===== src/rtl/store_buffer_v2.sv =====
// Byte-strobe store buffer: in-order stores, commit by ROB id, flush keeps the committed prefix,
// drains to the bus with req/ack and forwards merged bytes to loads. Optional: STBUF_DRAIN_COMBINE_EN.
module store_buffer_v2 #(
    parameter int DEPTH        = 8,
    parameter int ADDR_WIDTH   = 32,
    parameter int DATA_WIDTH   = 32,
    parameter int ROB_ID_WIDTH = 7,
    parameter int COMMIT_WIDTH = 2
) (
    input  logic                                 clk,
    input  logic                                 rst,
    input  logic                                 push_valid,
    output logic                                 push_ready,
    input  logic [ROB_ID_WIDTH-1:0]              push_rob_id,
    input  logic [ADDR_WIDTH-1:0]                push_addr,
    input  logic [DATA_WIDTH/8-1:0]              push_strb,
    input  logic [DATA_WIDTH-1:0]                push_data,
    input  logic [ADDR_WIDTH-1:0]                query_addr,
    input  logic [DATA_WIDTH/8-1:0]              query_strb,
    output logic [DATA_WIDTH-1:0]                fwd_data,
    output logic [DATA_WIDTH/8-1:0]              fwd_hit_mask,
    output logic                                 fwd_full_hit,
    input  logic                                 commit_enable,
    input  logic [COMMIT_WIDTH*ROB_ID_WIDTH-1:0] commit_rob_id,
    input  logic [COMMIT_WIDTH-1:0]              commit_rob_id_valid,
    input  logic                                 flush,
    output logic                                 bus_write_req,
    output logic [ADDR_WIDTH-1:0]                bus_write_addr,
    output logic [DATA_WIDTH/8-1:0]              bus_write_strb,
    output logic [DATA_WIDTH-1:0]                bus_write_data,
    input  logic                                 bus_write_ack,
    output logic                                 all_empty,
    output logic [$clog2(DEPTH):0]               count
);
    localparam int SW  = DATA_WIDTH/8;
    localparam int IW  = $clog2(DEPTH);
    localparam int PW  = IW+1;
    localparam int OFF = $clog2(SW);
    localparam logic [ADDR_WIDTH-1:0] AMASK = {ADDR_WIDTH{1'b1}} << OFF;

    logic [PW-1:0] rptr, wptr, cnt, fl_off;
    logic [DEPTH-1:0] cmt, vld, cm_hit;
    logic [DEPTH-1:0][ROB_ID_WIDTH-1:0] e_rob;
    logic [DEPTH-1:0][ADDR_WIDTH-1:0] e_addr;
    logic [DEPTH-1:0][SW-1:0] e_strb;
    logic [DEPTH-1:0][DATA_WIDTH-1:0] e_data;
    logic [IW-1:0] head, nxt, fl_idx, fw_idx;
    logic full, empty, push_fire, flush_cyc, fl_found, comb_sel, pop;
    logic [DATA_WIDTH-1:0] fd;
    logic [SW-1:0] fh;

    assign cnt        = wptr - rptr;
    assign count      = cnt;
    assign empty      = (rptr == wptr);
    assign all_empty  = empty;
    assign full       = (wptr[IW-1:0] == rptr[IW-1:0]) && (wptr[IW] != rptr[IW]);
    assign push_ready = !full && !flush;
    assign push_fire  = push_valid && push_ready;
    assign flush_cyc  = commit_enable && flush;
    assign head       = rptr[IW-1:0];
    assign nxt        = head + IW'(1);

    // Validity comes from the pointer window, so wrap is handled by the offset from rptr.
    for (genvar g = 0; g < DEPTH; g++) begin : g_ent
        logic [IW-1:0] off;
        logic [COMMIT_WIDTH-1:0] lm;
        assign off = IW'(g) - head;
        assign vld[g] = ({1'b0, off} < cnt);
        for (genvar j = 0; j < COMMIT_WIDTH; j++) begin : g_lane
            assign lm[j] = commit_rob_id_valid[j] &&
                           (commit_rob_id[j*ROB_ID_WIDTH +: ROB_ID_WIDTH] == e_rob[g]);
        end
        assign cm_hit[g] = commit_enable && vld[g] && (|lm);
    end

    // Oldest entry still uncommitted after this cycle's commits marks the flush point.
    always_comb begin
        fl_found = 1'b0;
        fl_off   = '0;
        fl_idx   = '0;
        for (int k = 0; k < DEPTH; k++) begin
            fl_idx = head + IW'(k);
            if (!fl_found && (PW'(k) < cnt) && !(cmt[fl_idx] || cm_hit[fl_idx])) begin
                fl_found = 1'b1;
                fl_off   = PW'(k);
            end
        end
    end

    always_comb begin
        fd     = '0;
        fh     = '0;
        fw_idx = '0;
        for (int k = 0; k < DEPTH; k++) begin
            fw_idx = head + IW'(k);
            if ((PW'(k) < cnt) && (e_addr[fw_idx] == (query_addr & AMASK))) begin
                for (int b = 0; b < SW; b++) begin
                    if (e_strb[fw_idx][b]) begin
                        fd[b*8 +: 8] = e_data[fw_idx][b*8 +: 8];
                        fh[b]        = 1'b1;
                    end
                end
            end
        end
        fwd_hit_mask = fh & query_strb;
        fwd_data     = '0;
        for (int b = 0; b < SW; b++) begin
            if (query_strb[b]) fwd_data[b*8 +: 8] = fd[b*8 +: 8];
        end
        fwd_full_hit = (query_strb != '0) && ((fh & query_strb) == query_strb);
    end

    assign bus_write_req = !empty && cmt[head];
    assign pop           = bus_write_req && bus_write_ack;

`ifdef STBUF_DRAIN_COMBINE_EN
    logic out_q, lock, can_comb;
    assign can_comb = (cnt >= PW'(2)) && cmt[head] && cmt[nxt] && (e_addr[head] == e_addr[nxt]);
    // Decision is taken on the first request cycle and held until ack.
    assign comb_sel = out_q ? lock : can_comb;
    always_ff @(posedge clk or negedge rst) begin
        if (!rst) begin
            out_q <= 1'b0;
            lock  <= 1'b0;
        end else if (pop) begin
            out_q <= 1'b0;
            lock  <= 1'b0;
        end else if (bus_write_req) begin
            out_q <= 1'b1;
            lock  <= comb_sel;
        end
    end
`else
    assign comb_sel = 1'b0;
`endif

    always_comb begin
        bus_write_addr = e_addr[head];
        bus_write_strb = e_strb[head];
        bus_write_data = e_data[head];
        if (comb_sel) begin
            bus_write_strb = e_strb[head] | e_strb[nxt];
            for (int b = 0; b < SW; b++) begin
                if (e_strb[nxt][b]) bus_write_data[b*8 +: 8] = e_data[nxt][b*8 +: 8];
            end
        end
    end

    always_ff @(posedge clk or negedge rst) begin
        if (!rst) begin
            rptr <= '0;
            wptr <= '0;
            cmt  <= '0;
        end else begin
            if (pop) rptr <= rptr + (comb_sel ? PW'(2) : PW'(1));
            if (flush_cyc) begin
                if (fl_found) wptr <= rptr + fl_off;
            end else if (push_fire) begin
                wptr <= wptr + PW'(1);
            end
            for (int i = 0; i < DEPTH; i++) begin
                if (cm_hit[i]) cmt[i] <= 1'b1;
                else if (push_fire && (wptr[IW-1:0] == IW'(i))) cmt[i] <= 1'b0;
            end
        end
    end

    always_ff @(posedge clk) begin
        if (push_fire) begin
            e_rob[wptr[IW-1:0]]  <= push_rob_id;
            e_addr[wptr[IW-1:0]] <= push_addr & AMASK;
            e_strb[wptr[IW-1:0]] <= push_strb;
            e_data[wptr[IW-1:0]] <= push_data;
        end
    end
endmodule

===== config.mk =====
export PLATFORM = sky130hd
export DESIGN_NAME = store_buffer_v2
export DESIGN_NICKNAME = d
export VERILOG_FILES = /design/src/rtl/store_buffer_v2.sv
export SDC_FILE = /design/constraint.sdc
export NUM_CORES = 2
export LEC_CHECK = 0
export BUFFER_PORTS_ARGS = -buffer_cell sky130_fd_sc_hd__buf_2
export CAP_MARGIN = 5
export CELL_PAD_IN_SITES_DETAIL_PLACEMENT = 0
export CELL_PAD_IN_SITES_GLOBAL_PLACEMENT = 1
export CORE_ASPECT_RATIO = 0.8
export CORE_UTILIZATION = 47
export DETAILED_ROUTE_END_ITERATION = 12
export PLACE_DENSITY = 0.79
export RECOVER_POWER = 25
export SLEW_MARGIN = 20
export SYNTH_ARGS = -nofsm -noshare
export SYNTH_HDL_FRONTEND = slang
export SYNTH_SLANG_ARGS = --single-unit

===== constraint.sdc =====
create_clock -name clk -period 8.95 [get_ports clk]
set_input_delay 1.79 -clock clk [delete_from_list [all_inputs] [get_ports clk]]
set_output_delay 1.79 -clock clk [all_outputs]
set_load 0.05 [all_outputs]

=== Word-level counts from Yosys, hierarchy flattened ===
Cells that the tools add are included.

* Add/subtract/negate cells: 19
* Order comparisons: 26
* Equality and inequality tests: 36
* Mux-type cells: 208
* Bitwise operators: 1
* Reduce and logical (&&, ||, !) cells: 117

{| class="wikitable"
|+ Operators with widths
! operator !! count
|-
| binary-select mux 32 bit (select 3 bit) || 16
|-
| two-way mux 32 bit || 25
|-
| bitwise mux 256 bit || 2
|-
| two-way mux 8 bit || 36
|-
| == test 32 bit || 8
|-
| == test 7 bit || 16
|-
| binary-select mux 4 bit (select 3 bit) || 8
|-
| demux 32 bit (select 3 bit) || 1
|-
| two-way mux 4 bit || 20
|-
| two-way mux 1 bit || 73
|-
| logical AND 1 bit || 71
|-
| bitwise mux 56 bit || 1
|-
| binary-select mux 1 bit (select 3 bit) || 16
|-
| less-than comparator 3 x 4 -> 1 bit, second input constant || 9
|-
| bitwise mux 32 bit || 1
|-
| less-than comparator 3 x 4 -> 1 bit || 8
|-
| demux 7 bit (select 3 bit) || 1
|-
| logical NOT 1 bit || 18
|-
| nonzero test 2 bit || 9
|-
| less-than comparator 3 x 4 -> 1 bit, first input constant || 4
|-
| OR reduction 2 bit || 8
|-
| adder 3 bit, second input constant || 4
|-
| demux 4 bit (select 3 bit) || 1
|-
| == test 3 bit, second input constant || 4
|-
| other kinds (25) || 47
|}

* Bits in registers: 616
* Input bits: 133

=== Depth between registers and ports, before layout ===
* Word-level depth: 41
* Depth in mapped cells: 30

=== Least setup slack after synthesis ===
No wires, ideal clock.

* Kind: reg2reg
* Start point: register rptr[1]
* End point: register e_addr[10] (netlist bit), enable pin
* Library setup time: 0.594 ns
* Arrival: 8.976 ns
* Data required time: 8.356 ns
* Setup slack: -0.619 ns
* Cell stages (with the launch flop): 15
* Buffers on the path: 8
* Clock period less this slack: 9.569 ns
* Path through: dfrtp_1 > buf_2 > buf_4 > buf_4 > buf_4 > buf_4 > buf_2 > buf_4 > inv_1 > ha_1 > a41oi_1 > and2_1 > clkbuf_1 > nand2_1 > nor3_1

* Word-level cells in the longest chain between the ends: 5

{| class="wikitable"
|+ RTL lines
! element !! RTL line !! source
|-
| start: declaration || 41 || <nowiki>logic [PW-1:0] rptr, wptr, cnt, fl_off;</nowiki>
|-
| start signal: assignment || 155 || <nowiki>if (pop) rptr <= rptr + (comb_sel ? PW'(2) : PW'(1));</nowiki>
|-
| == test 3 bit || 56 || <nowiki>assign full = (wptr[IW-1:0] == rptr[IW-1:0]) && (wptr[IW] != rptr[IW]);</nowiki>
|-
| logical AND 1 bit || 56 ||
|-
| logical NOT 1 bit || 57 || <nowiki>assign push_ready = !full && !flush;</nowiki>
|-
| logical AND 1 bit || 57 ||
|-
| named net push_ready || 13 || <nowiki>output logic push_ready,</nowiki>
|-
| logical AND 1 bit || 58 || <nowiki>assign push_fire = push_valid && push_ready;</nowiki>
|-
| end signal: indexed assignment || 171 || <nowiki>e_addr[wptr[IW-1:0]] <= push_addr & AMASK;</nowiki>
|-
| end: declaration || 44 || <nowiki>logic [DEPTH-1:0][ADDR_WIDTH-1:0] e_addr;</nowiki>
|}

The timed path passes the listed nets, and every way through them passes these cells.
A chain may end at the register's enable or synchronous reset.

=== Worst setup path after layout ===
* Start point: register rptr[1]
* End point: output port fwd_data[17]

* Word-level cells in the longest chain between the ends: 20
* Elaborated cells between the ends (all ways): 97
* Classes of those cells: add/sub (8); order compare (8); eq/ne (8); mux (65); reduce/logical (8)

{| class="wikitable"
|+ RTL lines
! element !! RTL line !! source
|-
| branches (longest 18 deep; another with adder 3 x 1 -> 3 bit) || -- ||
|-
| two-way mux 32 bit (*) || 96 || <nowiki>if ((PW'(k) < cnt) && (e_addr[fw_idx] == (query_addr & AMASK))) begin</nowiki>
|-
| two-way mux 8 bit (*) || 108 || <nowiki>if (query_strb[b]) fwd_data[b*8 +: 8] = fd[b*8 +: 8];</nowiki>
|-
| end: declaration || 20 || <nowiki>output logic [DATA_WIDTH-1:0] fwd_data,</nowiki>
|}

Every way passes the cells marked *. The select of a mux whose other input is x is not followed.

==> impl_metrics.csv <==
group,metric,value,unit
status,outcome,"complete, no violations",
sta,fin_skew,0.0459,ns
drt,antenna_left,0,
job,maxCapViolCount,0,
clock_network,cts_buffer_depth,3,
global_routing,track_usage,0.341,
sta,fin_crit_sh,0.969,
global_routing,met2_usage,0.476,
place,routabilityCongestion,1.09,
power,p_leak,18.6,nW
logic_synthesis,syn_area,49000,µm²
clock_network,cts-root-buf,"clkbuf_16",
critical_path,crit_fanout,26,
sta,worst_slew_pin_slew,1.17,ns
drt,avgViaCountPerCell,7.17,
sta,rsz0062_at_grt,"false",
global_routing,busiest_layer,"met1",
layout,fin_cells,5544,
floorplan,core,103000,µm²
global_routing,first_global_vias,36700,
logic_synthesis,synth_ff_type,"edfxtp_1",
clock_network,hold_buffers,0,
logic_synthesis,synth_cell_type_count,99,
floorplan,die_w,363,µm
worst_hold_path,hold_class,"flip-flop to flip-flop",
critical_path,required,7.16,ns
logic_synthesis,yosysWarningCount,0,
layout,nFillCells,8813,
layout,drive_gt1_frac,0.270,
sta,finalSetupTns,0,ns
layout,nets,4248,
worst_hold_path,whs_path_depth,1,
critical_path,cp-start-kind,"flip-flop",
drt,routed_wl,182000,µm
clock_network,cts_made_buffers,69,
critical_path,slowest_stage,"ha_4",
clock_network,cts_tree,"done",
critical_path,endpoint_kind,"primary output",
place,io_buffers,238,
floorplan,initial_core_util,0.476,
drt,num_vias,39700,
clock_network,h-tree-depth,3,
clock_network,clk_pin_slew_worst_paths,0.06,ns
logic_synthesis,synth.avg_cell_area,12.3,µm²
sta,setup_viol,0,
critical_path,critPathArrivalTime,6.88,ns
global_routing,grt-ovfl-total,0,
drt,drcViolationCount,0,
power,powerDensity,434,nW/µm²
drt,drt-wirelength-per-cell,32.9,µm
place,dp.cells,5409,
drt,firstDrtPassIters,6,
floorplan,io_pins,245,
critical_path,max_stage_delay,0.68,ns
sta,holdWs,0.552,ns
floorplan,die-area,106000,µm²
global_routing,grt_max_degree,155,
floorplan,num_rows,105,
critical_path,path_class,"flip-flop to primary output",
logic_synthesis,ys_async_sr_fraction,0.0267,
logic_synthesis,synth_seq_cells,600,
global_routing,grt_pass1_wl,263000,µm
drt,drt_first_iter_violations,5714,
clock_network,clock_sink_count,600,
critical_path,r2r_cells,19,
clock_network,clk_latency,0.66,ns
logic_synthesis,synth_cells,3981,
global_routing,grt_util_met3,0.0963,
logic_synthesis,synth-seq-area-share,0.366,
global_routing,antenna_found_initial,20,
floorplan,die_h,291,µm
layout,syn_to_final_growth,9.97,%
sta,hold_viol_final,0,
clock_network,cts_resized,0,
power,peakVddDrop,362,µV
sta,fmax,0.115,GHz
critical_path,path_cells,"inv_1 -> ha_4 -> buf_4 -> mux4_2 -> xnor2_1 -> nand3_1 -> a221oi_1 -> nand4_1 -> nor4_2 -> buf_4 -> nand3_1 -> nand2_1 -> a221oi_1 -> a221o_1 -> a221o_1 -> buf_2",
sta,finalMaxSlewViolations,0,
global_routing,use_met1,0.513,
clock_network,postCtsSetupBuffers,0,
place,post-dp-hpwl,127000,µm
logic_synthesis,synth_enable_flop_cells,584,
sta,relSlewSlack,0.218,
sta,period_minus_slack,8.67,ns
[flip-flops by register name (all words and copies together), names as in the netlist]
name and count:
e_data 256, e_addr 240, e_rob 56, e_strb 32, cmt 8, rptr 4, wptr 4
[Yosys cell counts, drive strengths merged, types with 18 or more instances]
cell type	n	area [µm²]
a22oi	67	503
a21oi	105	526
nand2	444	1670
nor4	40	272
nand3	64	320
xnor2	262	2300
nor2	145	547
nand2b	47	294
nand4	62	388
inv	55	206
and3	29	181
a32oi	22	193
edfxtp	584	17500
nor3	47	255
o21ai	79	395
or3	20	125
mux2	136	1540
mux4	508	11500
a31oi	23	144
a221o	27	270
buf	216	1310
o22ai	88	551
o221ai	24	210
xor2	18	158
clkbuf	121	454
a221oi	55	482
ha	22	275
mux2i	385	3850
[worst paths after layout]
kind	from	endpoint	slack (ns)
min in group asynchronous	rst	rptr[2]	1.35
min	rptr[3]	rptr[3]	0.55
max in group asynchronous	rst	rptr[1]	6.75
max	rptr[1]	fwd_data[17]	0.28
min reg2reg	rptr[3]	rptr[3]	0.55
max reg2reg	rptr[0]	wptr[2]	2.77
[critical path, delay by kind of cell, from the launching register on]
| kind | cells | cell delay [ns] |
|---|---|---|
| compound gates | 4 | 1.19 |
| flops | 1 | 0.56 |
| simple gates | 5 | 1.47 |
| mux | 1 | 0.55 |
| buf+inv | 4 | 1.13 |
| fa+ha+maj | 1 | 0.68 |
| xor+xnor | 1 | 0.63 |
[final cells by class]
cell class                      instances  area (µm²)  area share
Multi-Input combinational cell       2982       29300       0.543
Sequential cell                       600       17900       0.333
Timing Repair Buffer                  375        2350      0.0436
Clock buffer                           86        1920      0.0355
Tap cell                             1391        1740      0.0323
Clock inverter                         39         422     0.00782
Inverter                               63         236     0.00439
Antenna cell                            8        20.0    0.000371
[power breakdown]
part,total (W),internal (W),switching (W)
logic,0.0168,0.00642,0.0104
registers,0.00363,0.00336,0.000275
clock network,0.00295,0.00175,0.00120
[placed cells by master, fill, tap and decap left out, types with 67 or more instances in the layout]
cell	synthesis	layout
o21ai_0	78	78
buf_4	51	121
buf_2	93	189
nor2_1	144	137
mux2i_1	385	385
clkbuf_16	0	73
a22oi_1	67	67
a21oi_1	105	105
xnor2_1	261	260
mux2_2	134	134
o22ai_1	88	88
edfxtp_1	584	584
mux4_2	502	502
nand2_1	442	442
[routing by layer]
layer	vias to the layer above	part of all wire	wire [µm]
met4	24	0.032	5770
met3	371	0.14	25400
li1	16300	-	-
met2	2823	0.42	77100
met5	-	0.00088	160
met1	20200	0.41	73900
[through the flow]
step	power, W	instance area (µm²)	setup WS, ns	utilization
global placement	0.0198	51600	1.17	0.501
detailed placement	0.0199	51600	1.21	0.501
floorplan	0.0155	49000	0.697	-
finish	0.0234	53900	0.276	0.524
global route	0.0242	53900	0.263	0.523
CTS	0.0229	53900	0.502	0.523
[logic make-up after synthesis]
| kind of cell | synth area share |
|---|---|
| buf+inv | 0.0408 |
| flops | 0.366 |
| simple gates | 0.0946 |
| compound gates | 0.0967 |
| xor+xnor | 0.0502 |
| fa+ha+maj | 0.00806 |
| mux | 0.344 |
| other cells | 0.0000765 |
Note: power is estimated with default switching activity, not from simulation.
